**src/rtl/eightbit_pkg.sv**
```systemverilog
// Shared definitions for the 8-bit memory bus arbiter: arbitration states,
// requester port indices and the bus data width.
package eightbit_pkg;

    localparam int DATA_W = 8;

    // Requester indices into the per-port completion registers
    localparam int PORT_F = 0;
    localparam int PORT_E = 1;

    typedef enum logic [1:0] {
        IDLE    = 2'd0,
        BUS_F   = 2'd1,
        BUS_E   = 2'd2,
        RELEASE = 2'd3
    } arb_state_t;

endpackage

```
**src/rtl/arb_sat_counter.sv**
```systemverilog
// Saturating up-counter with synchronous clear. Stops at 'limit' and reports
// at_limit while it sits there. Clear has priority over increment.
module arb_sat_counter #(
    parameter int W = 3
) (
    input  logic         clk,
    input  logic         rst,
    input  logic         clr,
    input  logic         inc,
    input  logic [W-1:0] limit,
    output logic         at_limit
);

    logic [W-1:0] count;

    // Count up on inc, hold at the limit, clear on request
    always_ff @(posedge clk or posedge rst) begin
        if (rst) begin
            count <= '0;
        end else if (clr) begin
            count <= '0;
        end else if (inc && (count != limit)) begin
            count <= count + W'(1);
        end
    end

    assign at_limit = (count == limit);

endmodule

```
**src/rtl/mem_arbiter.sv**
```systemverilog
// Two-port memory bus arbiter: exec port (E) has priority over fetch port (F),
// with a starvation guard that hands the bus to F once it has waited
// STARVE_LIMIT cycles. One transaction at a time, all bus outputs registered,
// one turnaround cycle after every completion.
// Build option: define MEM_ARB_TIMEOUT_EN to abort a bus cycle that sees no
// mem_ready for TIMEOUT_CYCLES cycles (completes with err=1, rdata=8'hFF).
module mem_arbiter
    import eightbit_pkg::*;
#(
    parameter int STARVE_LIMIT   = 4,
    parameter int TIMEOUT_CYCLES = 16
) (
    input  logic              clk,
    input  logic              rst,
    input  logic              f_req,
    input  logic [DATA_W-1:0] f_addr,
    output logic [DATA_W-1:0] f_rdata,
    output logic              f_ready,
    output logic              f_err,
    input  logic              e_req,
    input  logic              e_we,
    input  logic [DATA_W-1:0] e_addr,
    input  logic [DATA_W-1:0] e_wdata,
    output logic [DATA_W-1:0] e_rdata,
    output logic              e_ready,
    output logic              e_err,
    output logic              mem_req,
    output logic [DATA_W-1:0] mem_addr,
    output logic              mem_we,
    output logic [DATA_W-1:0] mem_wdata,
    output logic              mem_oe,
    input  logic [DATA_W-1:0] mem_rdata,
    input  logic              mem_ready
);

    localparam int SW = $clog2(STARVE_LIMIT + 1);

    arb_state_t        state;
    logic [DATA_W-1:0] rdata_q [2];
    logic [1:0]        ready_q;
    logic              starve_at_limit;
    logic              grant_e;
    logic              grant_f;

    // E wins arbitration unless F is also waiting and has hit the starvation limit
    assign grant_e = (state == IDLE) && e_req && (!f_req || !starve_at_limit);
    assign grant_f = (state == IDLE) && f_req && !grant_e;

    arb_sat_counter #(.W(SW)) u_starve (
        .clk      (clk),
        .rst      (rst),
        .clr      (grant_f),
        .inc      (f_req && (state != BUS_F)),
        .limit    (SW'(STARVE_LIMIT)),
        .at_limit (starve_at_limit)
    );

`ifdef MEM_ARB_TIMEOUT_EN
    localparam int TW = $clog2(TIMEOUT_CYCLES + 1);

    logic [1:0] err_q;
    logic       in_bus;
    logic       tmo_at_limit;
    logic       timeout;

    assign in_bus = (state == BUS_F) || (state == BUS_E);

    // Limit is one less than the budget so the abort lands on the last waiting cycle
    arb_sat_counter #(.W(TW)) u_timeout (
        .clk      (clk),
        .rst      (rst),
        .clr      (!in_bus),
        .inc      (in_bus && !mem_ready),
        .limit    (TW'(TIMEOUT_CYCLES - 1)),
        .at_limit (tmo_at_limit)
    );

    assign timeout = tmo_at_limit && !mem_ready;
    assign f_err   = err_q[PORT_F];
    assign e_err   = err_q[PORT_E];
`else
    assign f_err = 1'b0;
    assign e_err = 1'b0;
`endif

    assign f_rdata = rdata_q[PORT_F];
    assign e_rdata = rdata_q[PORT_E];
    assign f_ready = ready_q[PORT_F];
    assign e_ready = ready_q[PORT_E];

    // Arbitration FSM with registered bus and completion outputs
    always_ff @(posedge clk or posedge rst) begin
        if (rst) begin
            state           <= IDLE;
            mem_req         <= 1'b0;
            mem_addr        <= '0;
            mem_we          <= 1'b0;
            mem_oe          <= 1'b0;
            mem_wdata       <= '0;
            ready_q         <= '0;
            rdata_q[PORT_F] <= '0;
            rdata_q[PORT_E] <= '0;
`ifdef MEM_ARB_TIMEOUT_EN
            err_q           <= '0;
`endif
        end else begin
            ready_q <= '0;
`ifdef MEM_ARB_TIMEOUT_EN
            err_q   <= '0;
`endif
            case (state)
                IDLE: begin
                    if (grant_e) begin
                        state     <= BUS_E;
                        mem_req   <= 1'b1;
                        mem_addr  <= e_addr;
                        mem_we    <= e_we;
                        mem_oe    <= e_we;
                        mem_wdata <= e_wdata;
                    end else if (grant_f) begin
                        state     <= BUS_F;
                        mem_req   <= 1'b1;
                        mem_addr  <= f_addr;
                        mem_we    <= 1'b0;
                        mem_oe    <= 1'b0;
                        mem_wdata <= '0;
                    end
                end
                BUS_F: begin
                    if (mem_ready) begin
                        state           <= RELEASE;
                        mem_req         <= 1'b0;
                        rdata_q[PORT_F] <= mem_rdata;
                        ready_q[PORT_F] <= 1'b1;
                    end
`ifdef MEM_ARB_TIMEOUT_EN
                    else if (timeout) begin
                        state           <= RELEASE;
                        mem_req         <= 1'b0;
                        rdata_q[PORT_F] <= 8'hFF;
                        ready_q[PORT_F] <= 1'b1;
                        err_q[PORT_F]   <= 1'b1;
                    end
`endif
                end
                BUS_E: begin
                    if (mem_ready) begin
                        state           <= RELEASE;
                        mem_req         <= 1'b0;
                        mem_we          <= 1'b0;
                        mem_oe          <= 1'b0;
                        rdata_q[PORT_E] <= mem_rdata;
                        ready_q[PORT_E] <= 1'b1;
                    end
`ifdef MEM_ARB_TIMEOUT_EN
                    else if (timeout) begin
                        state           <= RELEASE;
                        mem_req         <= 1'b0;
                        mem_we          <= 1'b0;
                        mem_oe          <= 1'b0;
                        rdata_q[PORT_E] <= 8'hFF;
                        ready_q[PORT_E] <= 1'b1;
                        err_q[PORT_E]   <= 1'b1;
                    end
`endif
                end
                RELEASE: begin
                    state <= IDLE;
                end
                default: begin
                    state <= IDLE;
                end
            endcase
        end
    end

endmodule

```
**config.mk**
```make
export PLATFORM = sky130hd
export DESIGN_NAME = mem_arbiter
export DESIGN_NICKNAME = d
export VERILOG_FILES = /design/src/rtl/eightbit_pkg.sv /design/src/rtl/arb_sat_counter.sv /design/src/rtl/mem_arbiter.sv
export SDC_FILE = /design/constraint.sdc
export NUM_CORES = 1
export LEC_CHECK = 0
export ABC_CLOCK_PERIOD_IN_PS = 1800
export CAP_MARGIN = 15
export CORE_ASPECT_RATIO = 1.1
export CORE_MARGIN = 2
export CORE_UTILIZATION = 38
export CTS_CLUSTER_SIZE = 20
export DETAILED_ROUTE_END_ITERATION = 7
export PLACE_DENSITY_LB_ADDON = 0.05
export SKIP_LAST_GASP = 1
export SYNTH_ARGS = -nofsm -noshare
export SYNTH_HDL_FRONTEND = slang
export SYNTH_SLANG_ARGS = --single-unit
```
**constraint.sdc**
```tcl
create_clock -name clk -period 1.8 [get_ports clk]
set_clock_uncertainty 0.2 [all_clocks]
set_input_delay 0.36 -clock clk [delete_from_list [all_inputs] [get_ports clk]]
set_output_delay 0.36 -clock clk [all_outputs]
set_load 0.1 [all_outputs]
```
### Yosys cells after proc, flatten, opt, wreduce, memory -nomap -nowiden

Index checks and enable logic that the tools add are counted.

| operators by class | value |
|---|---|
| $add $sub $neg | 1 |
| reduce and logical (&&, ||, !) cells | 22 |
| multiplexer cells | 20 |
| equality and inequality tests | 9 |

Operator list:

| cell | number |
|---|---|
| 8-bit 2-to-1 mux | 4 |
| 1-bit 2-to-1 mux | 8 |
| 2-bit AND reduction | 4 |
| 2-bit nonzero test | 4 |
| 1-bit logical AND | 6 |
| 2-bit 2-to-1 mux | 3 |
| 3-bit 2-to-1 mux | 2 |
| 3-bit != test, second input constant | 2 |
| 2-bit case mux with 3 select lines | 1 |
| 3-bit AND reduction | 2 |
| 2-bit == test, second input constant | 2 |
| 2-bit by 1-bit != test with 1-bit output, second input constant | 2 |
| 1-bit case mux with 2 select lines | 2 |
| 3-bit by 1-bit adder with 3-bit output, second input constant | 1 |
| 3-bit == test, second input constant | 1 |
| 1-bit logical NOT | 3 |
| 2-bit by 1-bit == test with 1-bit output, second input constant | 1 |
| 2-bit logical NOT | 1 |
| 2-bit != test, second input constant | 1 |
| 2-bit OR reduction | 1 |
| 1-bit logical OR | 1 |

| storage, ports and cells | value |
|---|---|
| input port bits | 38 |
| logic and storage cells | 61 |
| register bits | 41 |
| output and inout bits | 39 |

### Depth between registers and ports, before layout

Gate-level depths: netlist of the first run.

| logic depth | value |
|---|---|
| word-level depth | 9 |
| depth in mapped cells | 7 |
| gate-level depth less buffers | 5 |

### By module

From an unflattened synthesis of the first run, not the netlist that was laid out.

| second synthesis, totals | value |
|---|---|
| cells, all modules | 169 |
| area, all modules | 2,006.9 µm² |

Modules (own cells, without submodules):

| module | instances | seq. area each (µm²) | cells each | area an instance (µm²) |
|---|---|---|---|---|
| mem_arbiter | 1 | 950.9 | 141 | 1,750.4 |
| arb_sat_counter | 1 | 75.1 | 28 | 256.5 |

### Worst setup path after synthesis of the first run

Ideal clock, no wire load.

| timing | value |
|---|---|
| path type | reg-to-output |
| start | register mem_oe (netlist name) |
| end | output port mem_we |
| setup slack | -100 ps |
| data required time | 1,240 ps |
| data arrival time | 1,340 ps |
| stages on the path, launching flop included | 2 |
| cell sequence | dfrtp_1 buf_4 |

RTL lines:

| element | line | source |
|---|---|---|
| to (decl) | mem_arbiter.sv:29 | `output logic mem_we,` |

### Worst setup path in the final report of the first run

| timing | value |
|---|---|
| start | register state[0] |
| end | register mem_oe |

| on the way | value |
|---|---|
| word-level cells in the longest chain between the ends | 7 |

Ends and longest elaborated chain:

| element | line | source |
|---|---|---|
| from (decl) | mem_arbiter.sv:38 | `arb_state_t state;` |
| from (signal assigned) | mem_arbiter.sv:94 | `state <= IDLE;` |
| from (signal assigned) | mem_arbiter.sv:114 | `state <= BUS_E;` |
| from (signal assigned) | mem_arbiter.sv:121 | `state <= BUS_F;` |
| 2-bit logical NOT | mem_arbiter.sv:46, mem_arbiter.sv:47, mem_arbiter.sv:111 |  |
| 1-bit logical AND (2 in a row) | mem_arbiter.sv:46 | `assign grant_e = (state == IDLE) && e_req && (!f_req \|\| !starve_at_limit);` |
| 1-bit logical NOT | mem_arbiter.sv:47 | `assign grant_f = (state == IDLE) && f_req && !grant_e;` |
| 1-bit logical AND | mem_arbiter.sv:47 |  |
| 3-bit != test (no source line) | - |  |
| 3-bit AND reduction (no source line) | - |  |
| to (signal assigned) | mem_arbiter.sv:118 | `mem_oe <= e_we;` |
| to (decl) | mem_arbiter.sv:31 | `output logic mem_oe,` |

Several ways; a longest one is shown, not always the timed one.
A chain may end at the register's enable or synchronous reset.

==> flow_summary_export.csv, run 1 <==
group,metric,value,unit
run_status,outcome,"finished clean",
clock_tree,clkSinkCount,41,
sta,number_of_hold_violations_in_the_final_report,0,
yosys,synth_area_per_cell,11.82,um^2
worst_setup_path,path_cells,"inv_1 > ha_2 > buf_4 > nand2b_1 > a21o_1 > a32o_1",
sta,finalWorstSetupSlack,81.12,ps
yosys,share_of_synthesized_area_occupied_by_flip_flops_and_latches,55.29,%
drt,postRouteAntennaNets,0,
global_routing,grt_overflow_total,0,
drt,pre_antenna_drt_iters,4,
cells_and_area,finalNonFillerCells,304,
worst_setup_path,critical_path.max_fanout,8,
worst_setup_path,setup.worst_path.start_class,"flip-flop",
cells_and_area,drive_gt1_share,34.68,%
floorplan,floorplan.rows,26,
yosys,yosys_warnings,0,
global_routing,grt_pass1_vias,1569,
floorplan,die_area,5459,um^2
placed_design,dp_slack,-177.3,ps
clock_tree,tritoncts,"yes",
sta,fin_crit,1719,ps
clock_tree,cts_root_buffer,"sky130_fd_sc_hd__clkbuf_8",
global_routing,grt_first_pass_wirelength,7838,um
worst_hold_path,hp-class,"in -> async",
floorplan,pin_count,77,
sta,layout_worst_path_cycle_share,95.49,%
cells_and_area,n_antenna_cell,0,
clock_tree,ctsHoldBuffers,0,
yosys,synth-seq-cells,41,
clock_tree,cts_made_buffers,5,
placed_design,post-place-cells,294,
yosys,synthesis.instances,157,
worst_setup_path,crit_path_end_kind,"flip-flop",
global_routing,largest_net_degree_at_the_start_of_global_routing,42,
worst_setup_path,crit_path_top_delay_cell,"sky130_fd_sc_hd__dfrtp_1",
clock_tree,cts_htree_levels,2,
yosys,synth_enable_flop_cells,0,
worst_setup_path,critPathKind,"reg -> reg",
worst_setup_path,critical-path-max-stage-delay,410,ps
job,cap_violations,0,
placed_design,globalplace.congestion,0.7809,
yosys,dominantRegCellSynth,"sky130_fd_sc_hd__dfrtp_1",
sta,grt_setup_unrepaired,"yes",
placed_design,port_buffers,74,
yosys,synth_area_leaders,"sky130_fd_sc_hd__dfrtp_1 (55%), sky130_fd_sc_hd__mux2_2 (9.7%), sky130_fd_sc_hd__ha_1 (4.7%)",
global_routing,grt_antenna_before_repair,0,
drt,totalWireLength,4792,um
cells_and_area,flow.area_growth_from_synthesis,77.28,%
drt,drt_first_iter_violations,88,
yosys,post_synth_instance_area,1856,um^2
worst_setup_path,crit_family,"flip-flops",
drt,vias,1553,
floorplan,die_width,70.63,um
worst_setup_path,timing.critical_path.required,1770,ps
floorplan,fp.dieH,77.29,um
drt,avgRoutedWirePerCell,15.76,um
floorplan,initial_utilization,39.61,%
yosys,synth_cell_type_count,35,
placed_design,place.detailed.hpwl,3728,um
clock_tree,clockBufferDepth,2,
worst_setup_path,timing.critical_path.arrival,1690,ps
global_routing,track_usage,18.17,%
yosys,synthArstFlopShare,100.0,%
drt,mean_number_of_vias_per_cell,5.109,
sta,timing.final.max_slew_violations,0,
sta,max_freq,0.5818,GHz
clock_tree,insertion_delay,280,ps
floorplan,coreArea,4684,um^2
yosys,synth_top_area_share,55.29,%
drt,drcViolationCount,0,
worst_setup_path,cp_num_buf_inv,2,
cells_and_area,fin_nets,292,
sta,setup_viol,0,
clock_tree,clkTransAtPathRegs,80,ps
yosys,synth_top_cell_by_area,"sky130_fd_sc_hd__dfrtp_1",
-- logic make-up (layout without fill, tap and decap cells) --
family                     Yosys count  count (layout)  share of synthesized area (%)
adders and majority gates            7               7                          4.720
DFF                                 41              41                          55.29
other                                1               2                         0.2021
buffers and inverters               19             109                          4.990
AOI/OAI and AO/OA                   33              33                          13.62
and+or+nand+nor                     38              38                          10.38
muxes                               18              18                          10.79
-- cell usage after synthesis (2+ instances only) --
| library cell | number |
|---|---|
| sky130_fd_sc_hd__ha_1 | 7 |
| sky130_fd_sc_hd__nand4_1 | 7 |
| sky130_fd_sc_hd__dfrtp_1 | 41 |
| sky130_fd_sc_hd__a22o_1 | 8 |
| sky130_fd_sc_hd__nor2_1 | 3 |
| sky130_fd_sc_hd__nand2_1 | 16 |
| sky130_fd_sc_hd__inv_1 | 10 |
| sky130_fd_sc_hd__mux2_2 | 16 |
| sky130_fd_sc_hd__buf_4 | 3 |
| sky130_fd_sc_hd__nor2b_1 | 2 |
| sky130_fd_sc_hd__a21oi_1 | 3 |
| sky130_fd_sc_hd__clkbuf_1 | 3 |
| sky130_fd_sc_hd__o21ai_0 | 2 |
| sky130_fd_sc_hd__o31ai_1 | 3 |
| sky130_fd_sc_hd__o211ai_1 | 8 |
| sky130_fd_sc_hd__mux2i_1 | 2 |
| sky130_fd_sc_hd__buf_2 | 2 |
| sky130_fd_sc_hd__or3_1 | 2 |
| sky130_fd_sc_hd__nand2b_1 | 3 |
-- cell usage in the layout, fill, tap and decap left out, types with 2 or more instances in the layout --
cell type and count:
sky130_fd_sc_hd__mux2i_1 2, sky130_fd_sc_hd__o31ai_1 3, sky130_fd_sc_hd__inv_1 9, sky130_fd_sc_hd__nand2_1 16, sky130_fd_sc_hd__o211ai_1 8, sky130_fd_sc_hd__a22o_1 8
sky130_fd_sc_hd__ha_1 6, sky130_fd_sc_hd__nand2b_1 2, sky130_fd_sc_hd__buf_12 40, sky130_fd_sc_hd__o21ai_0 2, sky130_fd_sc_hd__dfrtp_1 40, sky130_fd_sc_hd__nand4_1 7
sky130_fd_sc_hd__clkdlybuf4s50_1 37, sky130_fd_sc_hd__mux2_2 16, sky130_fd_sc_hd__nor2b_1 2, sky130_fd_sc_hd__a21oi_1 3, sky130_fd_sc_hd__conb_1 2, sky130_fd_sc_hd__nor2_1 2
sky130_fd_sc_hd__or3_1 2, sky130_fd_sc_hd__buf_4 14, sky130_fd_sc_hd__clkbuf_8 6
-- state kept, by name, summed over array words and instances, names as in the netlist --
name / flops
e_rdata: 8
f_rdata: 8
mem_addr: 8
mem_wdata: 8
u_starve.count: 3
ready_q: 2
state: 2
mem_oe: 1
mem_req: 1
-- what timing repair did --
item | in CTS | in global routing
pin swaps | 0 | 0
gates resized for setup | 1 | 7
setup buffers | 0 | 2
endpoints found under the setup margin | 2 | 22
-- path summary, 6_finish.rpt --
path / slack, ps / depth (start not counted) / from / to
setup / recovery: 80 / 6 / state[0] / mem_oe
hold / removal: 220 / 3 / rst / e_rdata[6]
setup reg to reg: 80 / 6 / state[0] / mem_oe
hold reg to reg: 360 / 1 / mem_wdata[6] / mem_wdata[6]
max in group asynchronous: 970 / 3 / rst / mem_oe
min in group clk: 360 / 1 / mem_wdata[6] / mem_wdata[6]
-- worst min-delay path, stage by stage --
cell,delay (ps)
sky130_fd_sc_hd__clkdlybuf4s50_1,400
sky130_fd_sc_hd__clkinv_1,70
sky130_fd_sc_hd__buf_12,230
-- per-layer routing --
layer  track usage, %  wire length, um  vias up
li1                 -                -      739
met1            22.50             1968      765
met2            31.42             2583       47
met3            4.599              223        2
met4            4.906               17        0
met5                0                0        -
-- stage by stage --
step                      TNS [ps]  util, %  area, um^2  hold slack [ps]
after detailed placement     -1966    66.96        3137            344.3
after floorplan                  0        -        1861            299.7
after global placement      -708.7    66.96        3137            346.7
final                            0    70.22        3289            216.6
after CTS                        0    69.50        3256            219.1
after global routing        -39.27    70.22        3289            243.9
-- layout make-up --
cell class | count | area, um^2
Clock inverter | 1 | 30.03
Clock buffer | 7 | 86.33
Inverter | 10 | 37.54
Timing Repair Buffer | 91 | 1276
Fill cell | 345 | 1395
Multi-Input combinational cell | 98 | 762.0
Tap cell | 56 | 70.07
Sequential cell | 41 | 1027
Power of run 1 is not shown: default switching activity piles up to over one toggle a cycle in this logic, so the estimate is an artifact.
==> run 2, diff against run 1 <==
Settings changed: GPL_ROUTABILITY_DRIVEN from default to 0.
==> results of run 2 <==
Same layout as run 1: the final DEF is identical, and so are final timing and power.
Power of run 2 is left out for the same reason.
